<file path="src/rtl/mac_pkg.sv">
// Shared widths, FSM encoding and counter load values for the MAC dot-product driver.
package mac_pkg;

  localparam int unsigned DW    = 32;
  localparam int unsigned AW    = 64;
  localparam int unsigned LEN_W = 16;
  localparam int unsigned DRAIN = 8;
  localparam int unsigned TMO_W = 8;
  localparam int unsigned ST_W  = 3;

  typedef enum logic [ST_W-1:0] {
    ST_IDLE  = 3'd0,
    ST_ISSUE = 3'd1,
    ST_DRAIN = 3'd2,
    ST_FIN   = 3'd3,
    ST_WAIT  = 3'd4,
    ST_HOLD  = 3'd5
  } state_e;

  // Down-counter loads: DRAIN counts the idle gap, TMO gives 2**TMO_W-1 WAIT cycles.
  localparam logic [TMO_W-1:0] DRAIN_LOAD = TMO_W'(DRAIN);
  localparam logic [TMO_W-1:0] TMO_LOAD   = TMO_W'((1 << TMO_W) - 2);

endpackage

</file>
<file path="src/rtl/mac_dot_driver_if.sv">
// Job, operand stream, MAC and result signals of the dot-product driver.
interface mac_dot_driver_if;
  import mac_pkg::*;

  logic                    start;
  logic [LEN_W-1:0]        len;
  logic                    busy;
  logic                    op_valid;
  logic                    op_ready;
  logic signed [DW-1:0]    op_a;
  logic signed [DW-1:0]    op_b;
  logic                    mac_en;
  logic signed [DW-1:0]    mac_a;
  logic signed [DW-1:0]    mac_b;
  logic                    mac_finalize;
  logic signed [AW-1:0]    mac_out;
  logic                    mac_out_valid;
  logic                    res_valid;
  logic                    res_ready;
  logic signed [AW-1:0]    res_data;
  logic [LEN_W-1:0]        res_count;
  logic                    err_timeout;

  modport master (
    input  start, len, op_valid, op_a, op_b, mac_out, mac_out_valid, res_ready,
    output busy, op_ready, mac_en, mac_a, mac_b, mac_finalize,
           res_valid, res_data, res_count, err_timeout
  );

  modport slave (
    output start, len, op_valid, op_a, op_b, mac_out, mac_out_valid, res_ready,
    input  busy, op_ready, mac_en, mac_a, mac_b, mac_finalize,
           res_valid, res_data, res_count, err_timeout
  );

endinterface

</file>
<file path="src/rtl/mac_cycle_counter.sv">
// Loadable down-counter with zero flag; shared by the drain gap and the WAIT timeout.
module mac_cycle_counter
  import mac_pkg::*;
#(
  parameter int unsigned W = TMO_W
) (
  input  logic         clk,
  input  logic         rst,
  input  logic         load,
  input  logic [W-1:0] load_val,
  input  logic         dec,
  output logic         is_zero_c
);

  logic [W-1:0] count_q;
  logic [W-1:0] count_d;

  // Load wins over decrement; decrement saturates at zero.
  always_comb begin
    count_d = count_q;
    if (load) begin
      count_d = load_val;
    end else if (dec && (count_q != '0)) begin
      count_d = count_q - W'(1);
    end
  end

  // Count register, synchronous active-low reset.
  always_ff @(posedge clk) begin
    if (!rst) begin
      count_q <= '0;
    end else begin
      count_q <= count_d;
    end
  end

  assign is_zero_c = (count_q == '0);

endmodule

</file>
<file path="src/rtl/mac_dot_driver.sv">
// Issues a dot-product job to the MAC, drains its pipeline, finalizes and returns the result.
module mac_dot_driver
  import mac_pkg::*;
(
  input  logic             clk,
  input  logic             rst,
  mac_dot_driver_if.master bus
);

  state_e                state_q, state_d;
  logic [LEN_W-1:0]      len_q, len_d;
  logic [LEN_W-1:0]      cnt_q, cnt_d;
  logic                  busy_q, busy_d;
  logic                  mac_en_q, mac_en_d;
  logic signed [DW-1:0]  mac_a_q, mac_a_d;
  logic signed [DW-1:0]  mac_b_q, mac_b_d;
  logic                  mac_fin_q, mac_fin_d;
  logic                  res_valid_q, res_valid_d;
  logic signed [AW-1:0]  res_data_q, res_data_d;
  logic [LEN_W-1:0]      res_count_q, res_count_d;
  logic                  err_q, err_d;

  logic                  op_ready_c;
  logic                  hs_c;
  logic                  ctr_load;
  logic [TMO_W-1:0]      ctr_val;
  logic                  ctr_dec;
  logic                  ctr_zero_c;

  assign op_ready_c = (state_q == ST_ISSUE) && (cnt_q < len_q);
  assign hs_c       = bus.op_valid && op_ready_c;

  mac_cycle_counter #(.W(TMO_W)) u_ctr (
    .clk       (clk),
    .rst       (rst),
    .load      (ctr_load),
    .load_val  (ctr_val),
    .dec       (ctr_dec),
    .is_zero_c (ctr_zero_c)
  );

  // Next-state and next-output logic for the job sequence.
  always_comb begin
    state_d     = state_q;
    len_d       = len_q;
    cnt_d       = cnt_q;
    res_data_d  = res_data_q;
    res_count_d = res_count_q;
    err_d       = err_q;
    ctr_load    = 1'b0;
    ctr_val     = DRAIN_LOAD;
    ctr_dec     = 1'b0;
    mac_en_d    = hs_c;
    mac_a_d     = hs_c ? bus.op_a : '0;
    mac_b_d     = hs_c ? bus.op_b : '0;

    unique case (state_q)
      ST_IDLE: begin
        if (bus.start) begin
          err_d = 1'b0;
          if (bus.len != '0) begin
            len_d   = bus.len;
            cnt_d   = '0;
            state_d = ST_ISSUE;
          end else begin
            cnt_d       = '0;
            res_data_d  = '0;
            res_count_d = '0;
            state_d     = ST_HOLD;
          end
        end
      end
      ST_ISSUE: begin
        if (hs_c) begin
          cnt_d = cnt_q + LEN_W'(1);
          if (cnt_q == (len_q - LEN_W'(1))) begin
            ctr_load = 1'b1;
            ctr_val  = DRAIN_LOAD;
            state_d  = ST_DRAIN;
          end
        end
      end
      ST_DRAIN: begin
        if (ctr_zero_c) begin
          state_d = ST_FIN;
        end else begin
          ctr_dec = 1'b1;
        end
      end
      ST_FIN: begin
        ctr_load = 1'b1;
        ctr_val  = TMO_LOAD;
        state_d  = ST_WAIT;
      end
      ST_WAIT: begin
        if (bus.mac_out_valid) begin
          res_data_d  = bus.mac_out;
          res_count_d = cnt_q;
          state_d     = ST_HOLD;
        end else if (ctr_zero_c) begin
          err_d       = 1'b1;
          res_data_d  = '0;
          res_count_d = cnt_q;
          state_d     = ST_HOLD;
        end else begin
          ctr_dec = 1'b1;
        end
      end
      ST_HOLD: begin
        if (bus.res_ready) begin
          state_d = ST_IDLE;
        end
      end
      default: begin
        state_d = ST_IDLE;
      end
    endcase

    busy_d      = (state_d != ST_IDLE);
    mac_fin_d   = (state_d == ST_FIN);
    res_valid_d = (state_d == ST_HOLD);
  end

  // State and output registers, synchronous active-low reset.
  always_ff @(posedge clk) begin
    if (!rst) begin
      state_q     <= ST_IDLE;
      len_q       <= '0;
      cnt_q       <= '0;
      busy_q      <= 1'b0;
      mac_en_q    <= 1'b0;
      mac_a_q     <= '0;
      mac_b_q     <= '0;
      mac_fin_q   <= 1'b0;
      res_valid_q <= 1'b0;
      res_data_q  <= '0;
      res_count_q <= '0;
      err_q       <= 1'b0;
    end else begin
      state_q     <= state_d;
      len_q       <= len_d;
      cnt_q       <= cnt_d;
      busy_q      <= busy_d;
      mac_en_q    <= mac_en_d;
      mac_a_q     <= mac_a_d;
      mac_b_q     <= mac_b_d;
      mac_fin_q   <= mac_fin_d;
      res_valid_q <= res_valid_d;
      res_data_q  <= res_data_d;
      res_count_q <= res_count_d;
      err_q       <= err_d;
    end
  end

  assign bus.busy         = busy_q;
  assign bus.op_ready     = op_ready_c;
  assign bus.mac_en       = mac_en_q;
  assign bus.mac_a        = mac_a_q;
  assign bus.mac_b        = mac_b_q;
  assign bus.mac_finalize = mac_fin_q;
  assign bus.res_valid    = res_valid_q;
  assign bus.res_data     = res_data_q;
  assign bus.res_count    = res_count_q;
  assign bus.err_timeout  = err_q;

endmodule
</file>
<file path="src/flat_wrapper.sv">
// flat-port wrapper written by rule: the top's interface ports become plain ports
module mac_dot_driver_flat import mac_pkg::*;
  (clk, rst, bus_start, bus_len, bus_op_valid, bus_op_a, bus_op_b, bus_mac_out, bus_mac_out_valid, bus_res_ready, bus_busy, bus_op_ready, bus_mac_en, bus_mac_a, bus_mac_b, bus_mac_finalize, bus_res_valid, bus_res_data, bus_res_count, bus_err_timeout);
  mac_dot_driver_if bus_i ();
  input  logic clk;
  input  logic rst;
  input wire logic [$bits(bus_i.start)-1:0] bus_start;
  input wire logic [$bits(bus_i.len)-1:0] bus_len;
  input wire logic [$bits(bus_i.op_valid)-1:0] bus_op_valid;
  input wire logic [$bits(bus_i.op_a)-1:0] bus_op_a;
  input wire logic [$bits(bus_i.op_b)-1:0] bus_op_b;
  input wire logic [$bits(bus_i.mac_out)-1:0] bus_mac_out;
  input wire logic [$bits(bus_i.mac_out_valid)-1:0] bus_mac_out_valid;
  input wire logic [$bits(bus_i.res_ready)-1:0] bus_res_ready;
  output wire logic [$bits(bus_i.busy)-1:0] bus_busy;
  output wire logic [$bits(bus_i.op_ready)-1:0] bus_op_ready;
  output wire logic [$bits(bus_i.mac_en)-1:0] bus_mac_en;
  output wire logic [$bits(bus_i.mac_a)-1:0] bus_mac_a;
  output wire logic [$bits(bus_i.mac_b)-1:0] bus_mac_b;
  output wire logic [$bits(bus_i.mac_finalize)-1:0] bus_mac_finalize;
  output wire logic [$bits(bus_i.res_valid)-1:0] bus_res_valid;
  output wire logic [$bits(bus_i.res_data)-1:0] bus_res_data;
  output wire logic [$bits(bus_i.res_count)-1:0] bus_res_count;
  output wire logic [$bits(bus_i.err_timeout)-1:0] bus_err_timeout;
  assign bus_i.start = bus_start;
  assign bus_i.len = bus_len;
  assign bus_i.op_valid = bus_op_valid;
  assign bus_i.op_a = bus_op_a;
  assign bus_i.op_b = bus_op_b;
  assign bus_i.mac_out = bus_mac_out;
  assign bus_i.mac_out_valid = bus_mac_out_valid;
  assign bus_i.res_ready = bus_res_ready;
  assign bus_busy = bus_i.busy;
  assign bus_op_ready = bus_i.op_ready;
  assign bus_mac_en = bus_i.mac_en;
  assign bus_mac_a = bus_i.mac_a;
  assign bus_mac_b = bus_i.mac_b;
  assign bus_mac_finalize = bus_i.mac_finalize;
  assign bus_res_valid = bus_i.res_valid;
  assign bus_res_data = bus_i.res_data;
  assign bus_res_count = bus_i.res_count;
  assign bus_err_timeout = bus_i.err_timeout;
  mac_dot_driver u_core (.clk(clk), .rst(rst), .bus(bus_i));
endmodule
</file>
<file path="config.mk">
export PLATFORM = sky130hd
export DESIGN_NAME = mac_dot_driver_flat
export DESIGN_NICKNAME = d
export VERILOG_FILES = /design/src/rtl/mac_pkg.sv /design/src/rtl/mac_dot_driver_if.sv /design/src/rtl/mac_cycle_counter.sv /design/src/rtl/mac_dot_driver.sv /design/src/flat_wrapper.sv
export SDC_FILE = /design/constraint.sdc
export NUM_CORES = 1
export LEC_CHECK = 0
export ABC_AREA = 0
export CAP_MARGIN = 20
export CORE_MARGIN = 2
export CORE_UTILIZATION = 44
export DETAILED_ROUTE_END_ITERATION = 6
export GPL_ROUTABILITY_DRIVEN = 0
export GPL_TIMING_DRIVEN = 0
export PLACE_DENSITY = 0.91
export SKIP_LAST_GASP = 1
export SLEW_MARGIN = 20
export SYNTH_ARGS = -nofsm -noshare
export SYNTH_HDL_FRONTEND = slang
export SYNTH_SLANG_ARGS = --single-unit
</file>
<file path="constraint.sdc">
create_clock -name clk -period 3.2 [get_ports clk]
set_clock_uncertainty 0.1 [all_clocks]
set_input_delay 0.8 -clock clk [delete_from_list [all_inputs] [get_ports clk]]
set_output_delay 0.8 -clock clk [all_outputs]
set_load 0.02 [all_outputs]
</file>
==> summary.txt, run 1 <==
Logic synthesis
  – Sequential fraction of the synthesis area: 50.7%
  – Flops & latches, synth: 192
  – Cells after Synth: 804
  – Synth warnings: 0
  – Syn Nets: 974
  – Post-Syn Area per Cell: 9.44 sq um
  – Netlist Area Pre-Place: 7590 sq um
  – Number of synthesized flops with an enable pin: 0
  – Async S/R FF share, synth: 0%
  – Main flop type after synthesis: dfxtp_1
  – Unique masters post-synth: 66

Global route
  – First-pass GRT wire length: 38.3 mm
  – Total gr overflow: 0
  – Initial antenna violation count: 0
  – All-layer global routing usage: 27.0%
  – Largest net degree at the start of global routing: 20
  – Vias in the first global route: 7384

STA
  – Worst Tran Pin Value: 0.858 ns
  – Max transition margin: 42.4%
  – Slew Limit Fails: 0
  – Fin crit period: 3.19 ns
  – Hold_ws: 0.362 ns
  – Period utilization: 99.7%
  – Peak Freq: 313 MHz
  – Final number of hold-violating endpoints: 0
  – RSZ-0062 raised after global routing: yes
  – Final setup vio count: 0
  – Final WS setup: 0.00940 ns

Route
  – First-pass DRT Iterations: 5
  – Routed len/inst: 18.3 microns
  – Antenna-violating nets left: 0
  – Final WL: 25.0 mm
  – Via count: 7355
  – # DRC: 0
  – DRT iter0 DRCs: 398
  – DR vias/cell: 5.40

Setup path
  – CP endpoint kind: output port
  – CP Data Required Time: 2.30 ns
  – Startpoint types: register
  – Worst Path Arrival: 2.29 ns
  – CP Class: reg2out
  – CP max FO: 6

Floorplanning
  – # rows: 48
  – I/O pin count: 300
  – Initial Utilization: 44.5%
  – Chip Width: 135 microns
  – DIE HEIGHT: 135 microns
  – Core ar.: 17100 sq um
  – DIE AREA: 18300 sq um

Run
  – Max-Cap Viols: 0

Final layout
  – Area Overhead vs Synth: 52.3%
  – Antenna Cells: 0
  – Layout cells sized above 1: 8.63%
  – Register Area: 3870 sq um
  – Fillers: 1274
  – Multi-input gate area: 3480 sq um
  – Nets: 1293

Clocking
  – Clock latency on the worst-skew pair: 0.44 ns
  – Reg clk slew, reported paths: 0.07 ns
  – Max H-tree Level: 4
  – Number of buffers created by CTS: 17
  – Clock root cell: clkbuf_16
  – Clock Tree Buf Depth: 2
  – # clock sinks: 192
  – CTS tree: built
  – Hold_buf cts: 0

Placed design
  – Placed wire-length estimate: 19.1 mm
  – Port-buffer cells: 299
  – Pre-CTS WS: -0.249 ns

Outcome
  – Status: finished clean

Power and ir drop
  – Lkg Pwr: 4.27 nW
  – Pwr Density: 444 nW/um^2
  – Peak supply drop: 0.400 mV

Min path
  – Hold WC Path Type: reg2reg
## cell usage after synthesis (all sizes together), types with 3 or more instances
library cell / n / area share, %
clkbuf: 32 / 1.6
o211ai: 3 / 0.30
inv: 25 / 1.2
nor3: 10 / 0.94
or3: 10 / 0.89
nand3: 12 / 0.92
a31oi: 4 / 0.33
dfxtp: 192 / 51
a221oi: 3 / 0.35
mux2i: 18 / 2.4
a21oi: 38 / 2.5
a22oi: 65 / 6.4
nand2b: 7 / 0.58
and4: 3 / 0.38
o31a: 3 / 0.35
o21ai: 13 / 0.86
and3: 5 / 0.41
o21a: 3 / 0.30
xnor2: 18 / 2.1
and2: 66 / 5.4
xor2: 11 / 1.3
nor2: 108 / 5.6
buf: 20 / 1.4
nand4: 24 / 2.0
nand2: 45 / 2.3
nor4: 12 / 1.1
ha: 20 / 3.3
nor2b: 3 / 0.25
## critical path: stages, from the launching register on
cell and delay, ns:
dfxtp_1 0.40, ha_1 0.37, and4_4 0.25, nand2_1 0.10, a2111oi_4 0.34, nand3b_4 0.20
inv_1 0.04, buf_2 0.15
## stage by stage
| stage | std cells | setup TNS [ns] | power [mW] | utilization, % | area (sq um) |
|---|---|---|---|---|---|
| 2_1_floorplan | 804 | 0 | 2.76 | - | 7590 |
| 3_5_place_dp | 1328 | -12.44 | 3.06 | 63.7 | 10900 |
| 5_1_grt | 1361 | -0.0573 | 5.29 | 67.7 | 11600 |
| 6_report | 1361 | 0 | 5.13 | 67.7 | 11600 |
| 4_1_cts | 1360 | -0.0907 | 5.13 | 67.4 | 11500 |
| 3_3_place_gp | 1328 | -6.07 | 3.04 | 63.7 | 10900 |
## layout by cell type, fill, tap and decap left out, types with 15 or more instances in the layout
cell type and instances:
and2_1 66, buf_2 15, nand2_1 43, dfxtp_1 179, a22oi_1 65, xnor2_1 18, clkdlybuf4s50_1 298, ha_1 18
inv_1 25, mux2i_1 18, clkbuf_16 17, a21oi_1 38, clkbuf_1 25, nor2_1 107, nand4_1 24
## registers in the layout (all words and copies together), names as in the netlist, 3 cells and up
name and cells:
u_core.bus.res_data 64, u_core.len_q 16, u_core.bus.mac_a 32, u_core.cnt_q 16, u_core.bus.mac_b 32, u_core.u_ctr.count_q 8
u_core.bus.res_count 16, u_core.state_q 3
## cell type report
cell class | count | share of cell area, %
inverter | 25 | 0.812
tap | 225 | 2.44
clock inverter | 14 | 1.22
buffer | 50 | 2.03
multi-input combinational | 535 | 30.1
clock buffer | 18 | 3.80
sequential | 192 | 33.5
timing repair buffer | 302 | 26.1
## logic make-up after synthesis
group,after synthesis,synth area share [%]
AND/OR/NAND/NOR,318,22.3
AO/OA/AOI/OAI,149,13.7
flip-flops,192,50.7
buffers and inverters,77,4.25
multiplexers,19,2.52
XOR/XNOR,29,3.35
adder cells (fa/ha/maj),20,3.30
## power by group
| part | switching (mW) | internal (mW) |
|---|---|---|
| Clock | 1.03 | 1.06 |
| Sequential | 0.0329 | 2.43 |
| Combinational | 0.261 | 0.323 |
| Total | 1.32 | 3.81 |
## path summary, 6_finish.rpt
check | from | end | slack, ns | cells after the start
min reg2reg | u_core.bus.res_count[13]$_SDFFE_PN0P_ | u_core.bus.res_count[13]$_SDFFE_PN0P_ | 0.36 | 2
min | u_core.bus.res_count[13]$_SDFFE_PN0P_ | u_core.bus.res_count[13]$_SDFFE_PN0P_ | 0.36 | 2
max | u_core.cnt_q[14]$_SDFFE_PN0P_ | bus_op_ready | 0.009 | 7
max reg2reg | u_core.cnt_q[10]$_SDFFE_PN0P_ | u_core.bus.mac_a[18]$_SDFF_PN0_ | 0.17 | 10
## per-layer routing
| layer | vias to the layer above | global-route usage [%] | routed length (microns) |
|---|---|---|---|
| met5 | - | 0 | 0 |
| met3 | 82 | 8.75 | 1920 |
| met4 | 0 | 13.4 | 1110 |
| met1 | 3498 | 28.9 | 9100 |
| li1 | 3452 | - | - |
| met2 | 323 | 48.1 | 12800 |
## timing repair
action / CTS / global route
buffers inserted: 2 / 1
cloned: 0 / 0
pin swaps: 1 / 1
resized for setup: 19 / 23
endpoints found under the setup margin: 51 / 51
(Power assumes the default switching activity.)
==> run 2, diff against run 1 <==
CTS_CLUSTER_SIZE = 10   (was default)
==> results of run 2 <==
The final DEF is identical to that of run 1; final timing and power are the same.
